==> config.mk <==
export PLATFORM = sky130hd
export DESIGN_NAME = wave_capture_ctrl_flat
export DESIGN_NICKNAME = d
export VERILOG_FILES = /design/src/rtl/wave_capture_ctrl_if.sv /design/src/rtl/wave_capture_ctrl.sv /design/src/flat_wrapper.sv
export SDC_FILE = /design/constraint.sdc
export NUM_CORES = 1
export LEC_CHECK = 0
export ABC_AREA = 0
export CAP_MARGIN = 20
export CORE_MARGIN = 8
export CORE_UTILIZATION = 30
export DETAILED_ROUTE_END_ITERATION = 8
export GPL_TIMING_DRIVEN = 0
export SYNTH_ARGS = -nofsm -noshare
export SYNTH_HDL_FRONTEND = slang
export SYNTH_SLANG_ARGS = --single-unit
==> constraint.sdc <==
create_clock -name clk -period 1.8 [get_ports clk]
set_input_delay 0.36 -clock clk [delete_from_list [all_inputs] [get_ports clk]]
set_output_delay 0.36 -clock clk [all_outputs]
set_load 0.05 [all_outputs]
==> src/rtl/wave_capture_ctrl_if.sv <==
// rtl/wave_capture_ctrl_if.sv - sample stream, RAM write port and display handshake for wave_capture_ctrl
interface wave_capture_ctrl_if #(
  parameter int SAMPLE_WIDTH = 16,
  parameter int OUT_WIDTH    = 8,
  parameter int ADDR_BITS    = 8
);
  logic                    new_sample_ready;
  logic [SAMPLE_WIDTH-1:0] sample_in;
  logic                    wave_display_idle;
  logic                    write_enable;
  logic [ADDR_BITS:0]      write_address;
  logic [OUT_WIDTH-1:0]    write_sample;
  logic                    read_index;

  modport master (
    input  new_sample_ready, sample_in, wave_display_idle,
    output write_enable, write_address, write_sample, read_index
  );

  modport slave (
    output new_sample_ready, sample_in, wave_display_idle,
    input  write_enable, write_address, write_sample, read_index
  );
endinterface

==> src/rtl/wave_capture_ctrl.sv <==
// rtl/wave_capture_ctrl.sv - zero-crossing triggered ping-pong waveform capture into a split RAM
module wave_capture_ctrl #(
  parameter int SAMPLE_WIDTH = 16,
  parameter int OUT_WIDTH    = 8,
  parameter int ADDR_BITS    = 8
) (
  input  logic                 clk,
  input  logic                 reset,
  wave_capture_ctrl_if.master  bus
);

  typedef enum logic [1:0] {
    S_ARMED  = 2'd0,
    S_ACTIVE = 2'd1,
    S_WAIT   = 2'd2
  } state_t;

  state_t               state;
  logic [ADDR_BITS-1:0] offset;
  logic                 prev_neg;
  logic                 sample_neg;
  logic                 rising;
  logic [OUT_WIDTH-1:0] sample_conv;
  logic                 sample_low_unused;

  // Offset-binary: top OUT_WIDTH bits of the sample with the sign bit flipped.
  assign sample_neg        = bus.sample_in[SAMPLE_WIDTH-1];
  assign sample_conv       = {~sample_neg, bus.sample_in[SAMPLE_WIDTH-2 -: OUT_WIDTH-1]};
  assign sample_low_unused = ^bus.sample_in[SAMPLE_WIDTH-OUT_WIDTH-1:0];
  assign rising            = prev_neg & ~sample_neg;

  always_ff @(posedge clk) begin
    if (reset) begin
      state             <= S_ARMED;
      offset            <= '0;
      prev_neg          <= 1'b0;
      bus.read_index    <= 1'b0;
      bus.write_enable  <= 1'b0;
      bus.write_address <= {1'b1, {ADDR_BITS{1'b0}}};
      bus.write_sample  <= '0;
    end else begin
      bus.write_enable <= 1'b0;
      if (bus.new_sample_ready) begin
        prev_neg <= sample_neg;
      end
      case (state)
        S_ARMED: begin
          if (bus.new_sample_ready && rising) begin
            bus.write_enable  <= 1'b1;
            bus.write_address <= {~bus.read_index, {ADDR_BITS{1'b0}}};
            bus.write_sample  <= sample_conv;
            offset            <= {{(ADDR_BITS-1){1'b0}}, 1'b1};
            state             <= S_ACTIVE;
          end
        end
        S_ACTIVE: begin
          if (bus.new_sample_ready) begin
            bus.write_enable  <= 1'b1;
            bus.write_address <= {~bus.read_index, offset};
            bus.write_sample  <= sample_conv;
            if (offset == {ADDR_BITS{1'b1}}) begin
              offset <= '0;
              state  <= S_WAIT;
            end else begin
              offset <= offset + 1'b1;
            end
          end
        end
        S_WAIT: begin
          // The display half only flips here, so a window never straddles halves.
          if (bus.wave_display_idle) begin
            bus.read_index <= ~bus.read_index;
            state          <= S_ARMED;
          end
        end
        default: state <= S_ARMED;
      endcase
    end
  end

endmodule

==> src/flat_wrapper.sv <==
// flat-port wrapper written by rule: the top's interface ports become plain ports
module wave_capture_ctrl_flat 
#(
  parameter int SAMPLE_WIDTH = 16,
  parameter int OUT_WIDTH    = 8,
  parameter int ADDR_BITS    = 8
)
  (clk, reset, bus_new_sample_ready, bus_sample_in, bus_wave_display_idle, bus_write_enable, bus_write_address, bus_write_sample, bus_read_index);
  wave_capture_ctrl_if #(.SAMPLE_WIDTH(SAMPLE_WIDTH), .OUT_WIDTH(OUT_WIDTH), .ADDR_BITS(ADDR_BITS)) bus_i ();
  input  logic clk;
  input  logic reset;
  input wire logic [$bits(bus_i.new_sample_ready)-1:0] bus_new_sample_ready;
  input wire logic [$bits(bus_i.sample_in)-1:0] bus_sample_in;
  input wire logic [$bits(bus_i.wave_display_idle)-1:0] bus_wave_display_idle;
  output wire logic [$bits(bus_i.write_enable)-1:0] bus_write_enable;
  output wire logic [$bits(bus_i.write_address)-1:0] bus_write_address;
  output wire logic [$bits(bus_i.write_sample)-1:0] bus_write_sample;
  output wire logic [$bits(bus_i.read_index)-1:0] bus_read_index;
  assign bus_i.new_sample_ready = bus_new_sample_ready;
  assign bus_i.sample_in = bus_sample_in;
  assign bus_i.wave_display_idle = bus_wave_display_idle;
  assign bus_write_enable = bus_i.write_enable;
  assign bus_write_address = bus_i.write_address;
  assign bus_write_sample = bus_i.write_sample;
  assign bus_read_index = bus_i.read_index;
  wave_capture_ctrl #(.SAMPLE_WIDTH(SAMPLE_WIDTH), .OUT_WIDTH(OUT_WIDTH), .ADDR_BITS(ADDR_BITS)) u_core (.clk(clk), .reset(reset), .bus(bus_i));
endmodule
# After elaboration in Yosys (flattened, before gate mapping)
# Index checks and enable logic that the tools add are counted.
# classes
add_sub_neg,1
eq_ne,7
mux,18
n_bitwise,3
reduce_logical,6
# op_table
op,count
two-way mux 8 bit,5
one-hot mux 8 bit (2 select lines),2
two-way mux 9 bit,2
one-hot mux 9 bit (2 select lines),1
adder 8 x 1 -> 8 bit (second input constant),1
equality test 8 bit (second input constant),1
two-way mux 2 bit,4
one-hot mux 2 bit (3 select lines),1
!= test 2 x 1 -> 1 bit (second input constant),2
!= test 2 bit (second input constant),2
AND reduction 4 bit,1
AND reduction 3 bit,1
equality test 2 x 1 -> 1 bit (second input constant),1
equality test 2 bit (second input constant),1
logical NOT 2 bit,1
two-way mux 1 bit,2
inverter 1 bit,2
one-hot mux 1 bit (2 select lines),1
AND reduction 2 bit,1
nonzero test 2 bit,1
bitwise AND 1 bit,1
logical AND 1 bit,1
# totals
reg_bits,30
output_inout_bits,19
wordCells,42

# Depth between registers and ports, before layout
# Gate-level depths: netlist of the first run.
# depth
depth_word,5
depth_mapped,5
depth_no_buf,5

# Worst setup path before layout of the first run
# No wires, ideal clock.
# synth_path
path_type,input to register
from,in bus_sample_in[15]
to,reg u_core.offset[5]
setup_time_ns,0.070
arrival_time_ns,1.327
required_ns,1.730
setup_slack_ns,0.403
stages,4
path_buffers,0
path_cell_list,and2b_1 -> o21ai_2 -> or4_1 -> a21oi_1
# synth_between
elab_chain_len,5
# synth_lines
item,line_no,rtl
from (decl),flat_wrapper.sv:13,input wire logic [$bits(bus_i.sample_in)-1:0] bus_sample_in;
inverter 1 bit,wave_capture_ctrl.sv:30,assign rising = prev_neg & ~sample_neg;
bitwise AND 1 bit,wave_capture_ctrl.sv:30,
logical AND 1 bit,wave_capture_ctrl.sv:48,if (bus.new_sample_ready && rising) begin
!= test 2 x 1 -> 1 bit (no line),--,
AND reduction 3 bit (no line),--,
to (signal assigned),wave_capture_ctrl.sv:52,"offset <= {{(ADDR_BITS-1){1'b0}}, 1'b1};"
to (signal assigned),wave_capture_ctrl.sv:65,offset <= offset + 1'b1;
to (decl),wave_capture_ctrl.sv:19,logic [ADDR_BITS-1:0] offset;
# Every way passes these cells.
# A chain may end at the register's enable or synchronous reset.

# Worst setup path in the final report of the first run
# layout_path
from,reg u_core.bus.write_enable
to,out bus_write_enable
# layout_rtl
item,line_no,rtl
from (decl),wave_capture_ctrl_if.sv:17,"output write_enable, write_address, write_sample, read_index"
from (signal assigned),wave_capture_ctrl.sv:38,bus.write_enable <= 1'b0;
from (signal assigned),wave_capture_ctrl.sv:42,bus.write_enable <= 1'b0;
from (signal assigned),wave_capture_ctrl.sv:49,bus.write_enable <= 1'b1;
to (decl),flat_wrapper.sv:15,output wire logic [$bits(bus_i.write_enable)-1:0] bus_write_enable;
# No word-level cell between the ends.

==> results of run 1 <==
## worst reg2reg max path, delay by kind of cell (launching register included)
family | cells | cell delay, ns
buf+inv | 1 | 0.21
simple gates | 1 | 0.28
flops | 1 | 0.37
compound gates | 3 | 0.53
## report_power, final
| group | switching (uW) | internal [uW] | total, uW |
|---|---|---|---|
| Clock | 248 | 308 | 555 |
| Sequential | 5.89 | 674 | 680 |
| Combinational | 71.6 | 44.0 | 116 |
| Total | 325 | 1030 | 1350 |
## cells in the final DEF, fill, tap and decap left out, types with 2 or more instances in the layout
cell type,count
a21oi_1,19
and3_1,2
buf_2,5
clkbuf_1,4
clkbuf_8,6
clkdlybuf4s50_1,10
dfxtp_1,30
dlygate4sd2_1,9
dlymetal6s2s_1,10
inv_1,2
nand2_1,25
nand3_1,11
nand4_1,3
nor2_1,12
o211ai_1,3
o31ai_1,2
or4_1,2
xor2_1,4
## cells in the mapped netlist
cell and count:
or2_2 1, o21ai_0 1, a211o_1 1, a31o_2 1, a21o_1 1, nor2_1 12, nor2b_1 1, o211a_1 1
a211oi_1 1, a21oi_1 19, ha_1 1, clkbuf_1 3, o211ai_1 3, mux2i_1 1, nor3_1 1, nand3b_1 1
dfxtp_1 30, o21a_1 1, o32ai_1 1, inv_1 2, nand3_1 11, o21ai_2 1, or4_1 2, a31oi_1 1
and2b_2 1, buf_2 6, nand2_1 25, and4b_1 1, nand4_1 3, o31ai_1 2, and2b_1 1, xor2_1 4
and3_1 2, nor3b_1 1
## worst min path at each step
| stage | startpoint | endpoint | depth (start not counted) |
|---|---|---|---|
| finish | reset | u_core.bus.write_sample[7] | 2 |
| global route | reset | u_core.bus.write_sample[7] | 2 |
| CTS | reset | u_core.bus.write_sample[7] | 2 |
| detailed placement | u_core.bus.write_address[5] | u_core.bus.write_address[5] | 2 |
| global placement | u_core.bus.write_address[5] | u_core.bus.write_address[5] | 2 |
| floorplan | u_core.prev_neg | u_core.prev_neg | 2 |
## through the flow
stage,TNS (ns),cells
floorplan,0,144
global placement,-2.56,223
detailed placement,-3.27,223
CTS,0,231
global route,0,231
finish,0,231
## state kept, by name (all words and copies together), names as in the netlist
name	flops
u_core.state	2
u_core.bus.read_index	1
u_core.bus.write_enable	1
u_core.offset	8
u_core.prev_neg	1
u_core.bus.write_address	9
u_core.bus.write_sample	8
## layer usage
| metal | part of all wire (%) | wire [um] |
|---|---|---|
| met5 | 0 | 0 |
| met1 | 47 | 1440 |
| met2 | 45 | 1360 |
| met4 | 1.1 | 34 |
| met3 | 7.0 | 212 |
## final cells by class
type | instances | area [sq um] | share of cell area (%)
Buffer | 9 | 43.8 | 2.60
Clock buffer | 7 | 86.3 | 5.12
Clock inverter | 1 | 5.00 | 0.297
Inverter | 2 | 7.51 | 0.445
Multi-Input combinational cell | 103 | 576 | 34.1
Sequential cell | 30 | 601 | 35.6
Tap cell | 50 | 62.6 | 3.71
Timing Repair Buffer | 29 | 304 | 18.0
## logic make-up after synthesis
logic type | Yosys count
fa+ha+maj | 1
simple gates | 63
flops | 30
xor+xnor | 4
compound gates | 34
buf+inv | 11
mux | 1
## what timing repair did
item / CTS / global route
resized for setup: 9 / 13
setup endpoints to repair: 9 / 15
pin swaps: 0 / 0
==> impl_metrics.py, run 1 <==
metrics = {
    "outcome": {
        "outcome": "finished, final reports clean",
    },
    "global_routing": {
        "grt_max_degree": 11,
        "grt_use_met3_pct": 5.29,
        "first_global_vias": 1116,
        "grt_usage_pct": 10.1,
        "gr-usage-met2_pct": 15.2,
        "gr-usage-met1_pct": 11.8,
        "grt_pass1_wl_um": 5130,
        "top_usage_layer": "met2",
        "grt-ovfl-total": 0,
        "antenna_found_initial": 0,
    },
    "detailed_routing": {
        "drcViolationCount": 0,
        "postRouteAntennaNets": 0,
        "dr.pass1.iters": 4,
        "vias_per_cell": 4.84,
        "drt-initial-drc-count": 52,
        "vias": 1119,
        "wire_per_inst_um": 13.2,
        "routed_wl_um": 3040,
    },
    "power_and_ir_drop": {
        "p_per_area_nw_per_um2": 801,
        "power_uw": 1350,
        "p_leak_uw": 0.000801,
        "vdd_ir_drop_max_mv": 0.447,
    },
    "finish": {
        "n_fill_cell": 403,
        "drive_above_1_share_pct": 9.39,
        "post-route-util_pct": 42.7,
        "syn2layout_area_growth_pct": 38.4,
        "diodes": 0,
        "design_area_sq_um": 1690,
        "nNetsFinal": 201,
    },
    "clock_tree": {
        "clkTransAtPathRegs_ns": 0.07,
        "numClockSinks": 30,
        "cts-root-buf": "clkbuf_8",
        "tritoncts": "done",
        "clockBufferDepth": 2,
        "cts_buffers": 5,
        "cts_max_level": 2,
        "clock_latency_ns": 0.28,
        "cts_setup_buffers": 0,
        "cts_hold_buffers": 0,
    },
    "synthesis": {
        "synth_compound_area_share_pct": 17.4,
        "synthTopCellsByArea": "dfxtp_1 49%, a21oi_1 7.8%, nand2_1 7.7%, nand3_1 4.5%, nor2_1 3.7%",
        "syn-num-nets": 165,
        "yosysSeqAreaShare_pct": 49.3,
        "yosys.area_share.simple_pct": 24.6,
        "synth_seq_cells": 30,
        "synth_top_family_by_area": "simple AND/OR/NAND/NOR gates",
        "synth_cell_types": 34,
        "yosys.area.top_type": "dfxtp_1",
        "ys_warn_count": 0,
        "synth_area_sq_um": 1220,
        "synth_top_area_share_pct": 49.3,
        "synth.mux.area_fraction_pct": 0.822,
        "post_synth.cell_area_avg_sq_um": 8.45,
        "syn-instance-count": 144,
        "synth_fa_ha_area_share_pct": 1.03,
        "synth_xor_xnor_area_share_pct": 2.88,
    },
    "timing": {
        "period_minus_slack_ns": 1.74,
        "fin_worst_skew_ns": 0.00742,
        "fmax_mhz": 575,
        "hold_viol": 0,
        "worst_slew_pin_slew_ns": 0.512,
        "rsz0062_at_grt": "false",
        "slew_headroom_pct": 65.8,
        "post-route-period-util_pct": 96.6,
        "setup_viol": 0,
        "maxSlewViolCount": 0,
        "hold_ws_ns": 0.362,
        "setup_slack_ns": 0.0612,
    },
    "place": {
        "post-place-ws_ns": -0.242,
        "io_buffer_count": 29,
        "placed_cell_area_sq_um": 1570,
        "dp_hpwl_um": 2180,
        "gp_congestion": 0.845,
    },
    "setup_path": {
        "critPathBufInv": 1,
        "crit_path_start": "u_core.bus.write_enable",
        "cp_data_arrival_time_ns": 1.38,
        "cp_slowest_stage_delay_ns": 0.79,
        "critPathKind": "register to output port",
        "crit_family": "buffers and inverters",
        "cp-end-kind": "output port",
        "r2r_cells": 5,
        "critical_path.startpoint_type": "register",
        "cp.depth": 1,
        "cp_slowest_cell": "clkdlybuf4s50_1",
        "cp.required_ns": 1.44,
        "r2r_setup_slack_ns": 0.34,
        "regToRegEndpoint": "u_core.offset[7]",
        "crit_path_end": "bus_write_enable",
        "worstPathCellList": "clkdlybuf4s50_1",
        "worstPathMaxFanout": 1,
        "r2r_start": "u_core.state[0]",
    },
    "die": {
        "io_pins": 39,
        "die_h_um": 79.7,
        "die_x_um": 79.7,
        "start_util_pct": 30.9,
        "core_sq_um": 3940,
        "row_count": 23,
        "dieArea_sq_um": 6350,
    },
    "min_path": {
        "min_path_type": "input port to register",
    },
    "run": {
        "maxCapViolations": 0,
    },
}
No activity file was read; power rests on OpenSTA's default activity.
==> run 2: changes to the inputs <==
Settings changed: MAX_ROUTING_LAYER set to met4.
==> run 2 against run 1 <==
Compared with the run above: critical path depth unchanged; flip-flop and latch count unchanged; first-iteration DRC count unchanged; non-clock buffer count unchanged; combinational power about the same; power about the same; clock power about the same; hold slack about the same; register-to-register slack about the same; critical endpoint unchanged.
==> impl_metrics.py, run 2 (synthesized netlist as in run 1, its figures left out) <==
metrics = {
    "finish": {
        "nNetsFinal": 201,
        "layout_common_cells": "30 x dfxtp_1, 25 x nand2_1, 19 x a21oi_1",
        "instances_no_fill": 231,
        "mostFrequentLayoutCell": "dfxtp_1",
        "top_regs": "u_core.bus.write_address: 9 flops, u_core.bus.write_sample: 8 flops, u_core.offset: 8 flops",
        "drive_above_1_share_pct": 9.39,
        "syn2layout_area_growth_pct": 38.4,
        "regMostFlops": "u_core.bus.write_address",
        "diodes": 0,
        "largest_reg_flops": 9,
        "design_area_sq_um": 1690,
    },
    "timing": {
        "setup_slack_ns": 0.0612,
        "period_minus_slack_ns": 1.74,
        "maxSlewViolCount": 0,
        "setup_viol": 0,
        "slew_headroom_pct": 65.8,
        "hold_ws_ns": 0.362,
        "rsz0062_at_grt": "false",
        "hold_viol": 0,
        "fin_worst_skew_ns": 0.00740,
        "fmax_mhz": 575,
        "post-route-period-util_pct": 96.6,
        "worst_slew_pin_slew_ns": 0.512,
    },
    "power_and_ir_drop": {
        "p_leak_uw": 0.000801,
        "p_per_area_nw_per_um2": 801,
        "vdd_ir_drop_max_mv": 0.447,
        "power_uw": 1350,
    },
    "setup_path": {
        "worstPathCellList": "clkdlybuf4s50_1",
        "cp_slowest_stage_delay_ns": 0.79,
        "crit_family": "buffers and inverters",
        "r2r_cells": 5,
        "worstPathMaxFanout": 1,
        "critPathKind": "register to output port",
        "critPathBufInv": 1,
        "cp.depth": 1,
        "cp_data_arrival_time_ns": 1.38,
        "cp-end-kind": "output port",
        "cp_slowest_cell": "clkdlybuf4s50_1",
        "critical_path.startpoint_type": "register",
        "cp.required_ns": 1.44,
    },
    "detailed_routing": {
        "drcViolationCount": 0,
        "vias": 1114,
        "postRouteAntennaNets": 0,
        "vias_per_cell": 4.82,
        "wire_per_inst_um": 13.2,
        "drt-initial-drc-count": 52,
        "routed_wl_um": 3040,
        "dr.pass1.iters": 4,
    },
    "place": {
        "post-place-ws_ns": -0.242,
        "io_buffer_count": 29,
        "dp_hpwl_um": 2180,
        "gp_congestion": 0.858,
        "placed_cell_area_sq_um": 1570,
        "dpl.cell_count": 223,
    },
    "global_routing": {
        "first_global_vias": 1117,
        "grt_max_degree": 11,
        "grt_usage_pct": 10.4,
        "antenna_found_initial": 0,
        "grt_pass1_wl_um": 5120,
        "grt-ovfl-total": 0,
    },
    "die": {
        "dieArea_sq_um": 6350,
        "start_util_pct": 30.9,
        "io_pins": 39,
        "row_count": 23,
        "core_sq_um": 3940,
        "die_h_um": 79.7,
        "die_x_um": 79.7,
    },
    "outcome": {
        "outcome": "finished, final reports clean",
    },
    "clock_tree": {
        "cts_setup_buffers": 0,
        "clockBufferDepth": 2,
        "cts-root-buf": "clkbuf_8",
        "clkTransAtPathRegs_ns": 0.07,
        "cts_buffers": 5,
        "tritoncts": "done",
        "numClockSinks": 30,
        "clock_latency_ns": 0.28,
        "cts_max_level": 2,
    },
    "run": {
        "maxCapViolations": 0,
    },
    "min_path": {
        "hold_depth": 2,
        "min_path_type": "input port to register",
    },
}
run 2: cell counts in the layout (fill, tap and decap cells not counted):
No cell type changed its count.
run 2: layout make-up:
class | instances | area, sq um
Fill cell | 403 | 2260
Buffer | 9 | 43.8
Sequential cell | 30 | 601
Clock inverter | 1 | 5.00
Multi-Input combinational cell | 103 | 576
Timing Repair Buffer | 29 | 304
Clock buffer | 7 | 86.3
Tap cell | 50 | 62.6
Inverter | 2 | 7.51
run 2: report_power, final:
group          total [uW]  switching [uW]  leakage [uW]  internal [uW]
registers             680            5.90      0.000242            674
clock network         555             247     0.0000482            308
logic                 116            71.7      0.000511           44.0
run 2: metal layers:
| layer | wire length, um | track usage, % | up-vias |
|---|---|---|---|
| li1 | - | - | 574 |
| met1 | 1500 | 12.4 | 510 |
| met2 | 1370 | 15.2 | 27 |
| met3 | 145 | 4.28 | 3 |
| met4 | 29 | 3.89 | 0 |
| met5 | 0 | - | - |
run 2: final timing paths:
kind	start	slack, ns	endpoint
setup reg to reg	u_core.state[0]	0.34	u_core.offset[7]
hold reg to reg	u_core.bus.write_address[5]	0.45	u_core.bus.write_address[5]
hold / removal	reset	0.36	u_core.bus.write_sample[7]
setup / recovery	u_core.bus.write_enable	0.06	bus_write_enable
run 2: repair_timing:
item                       4_1_cts  5_1_grt
hold buffers                     0        0
resized for setup                9       13
setup endpoints to repair        9       15
pin swaps                        0        0
run 2: metrics by stage:
step           setup TNS (ns)  utilization (%)
2_1_floorplan               0                -
3_3_place_gp            -2.56             39.8
3_5_place_dp            -3.27             39.8
4_1_cts                     0             41.9
5_1_grt                     0             42.7
6_report                    0             42.7
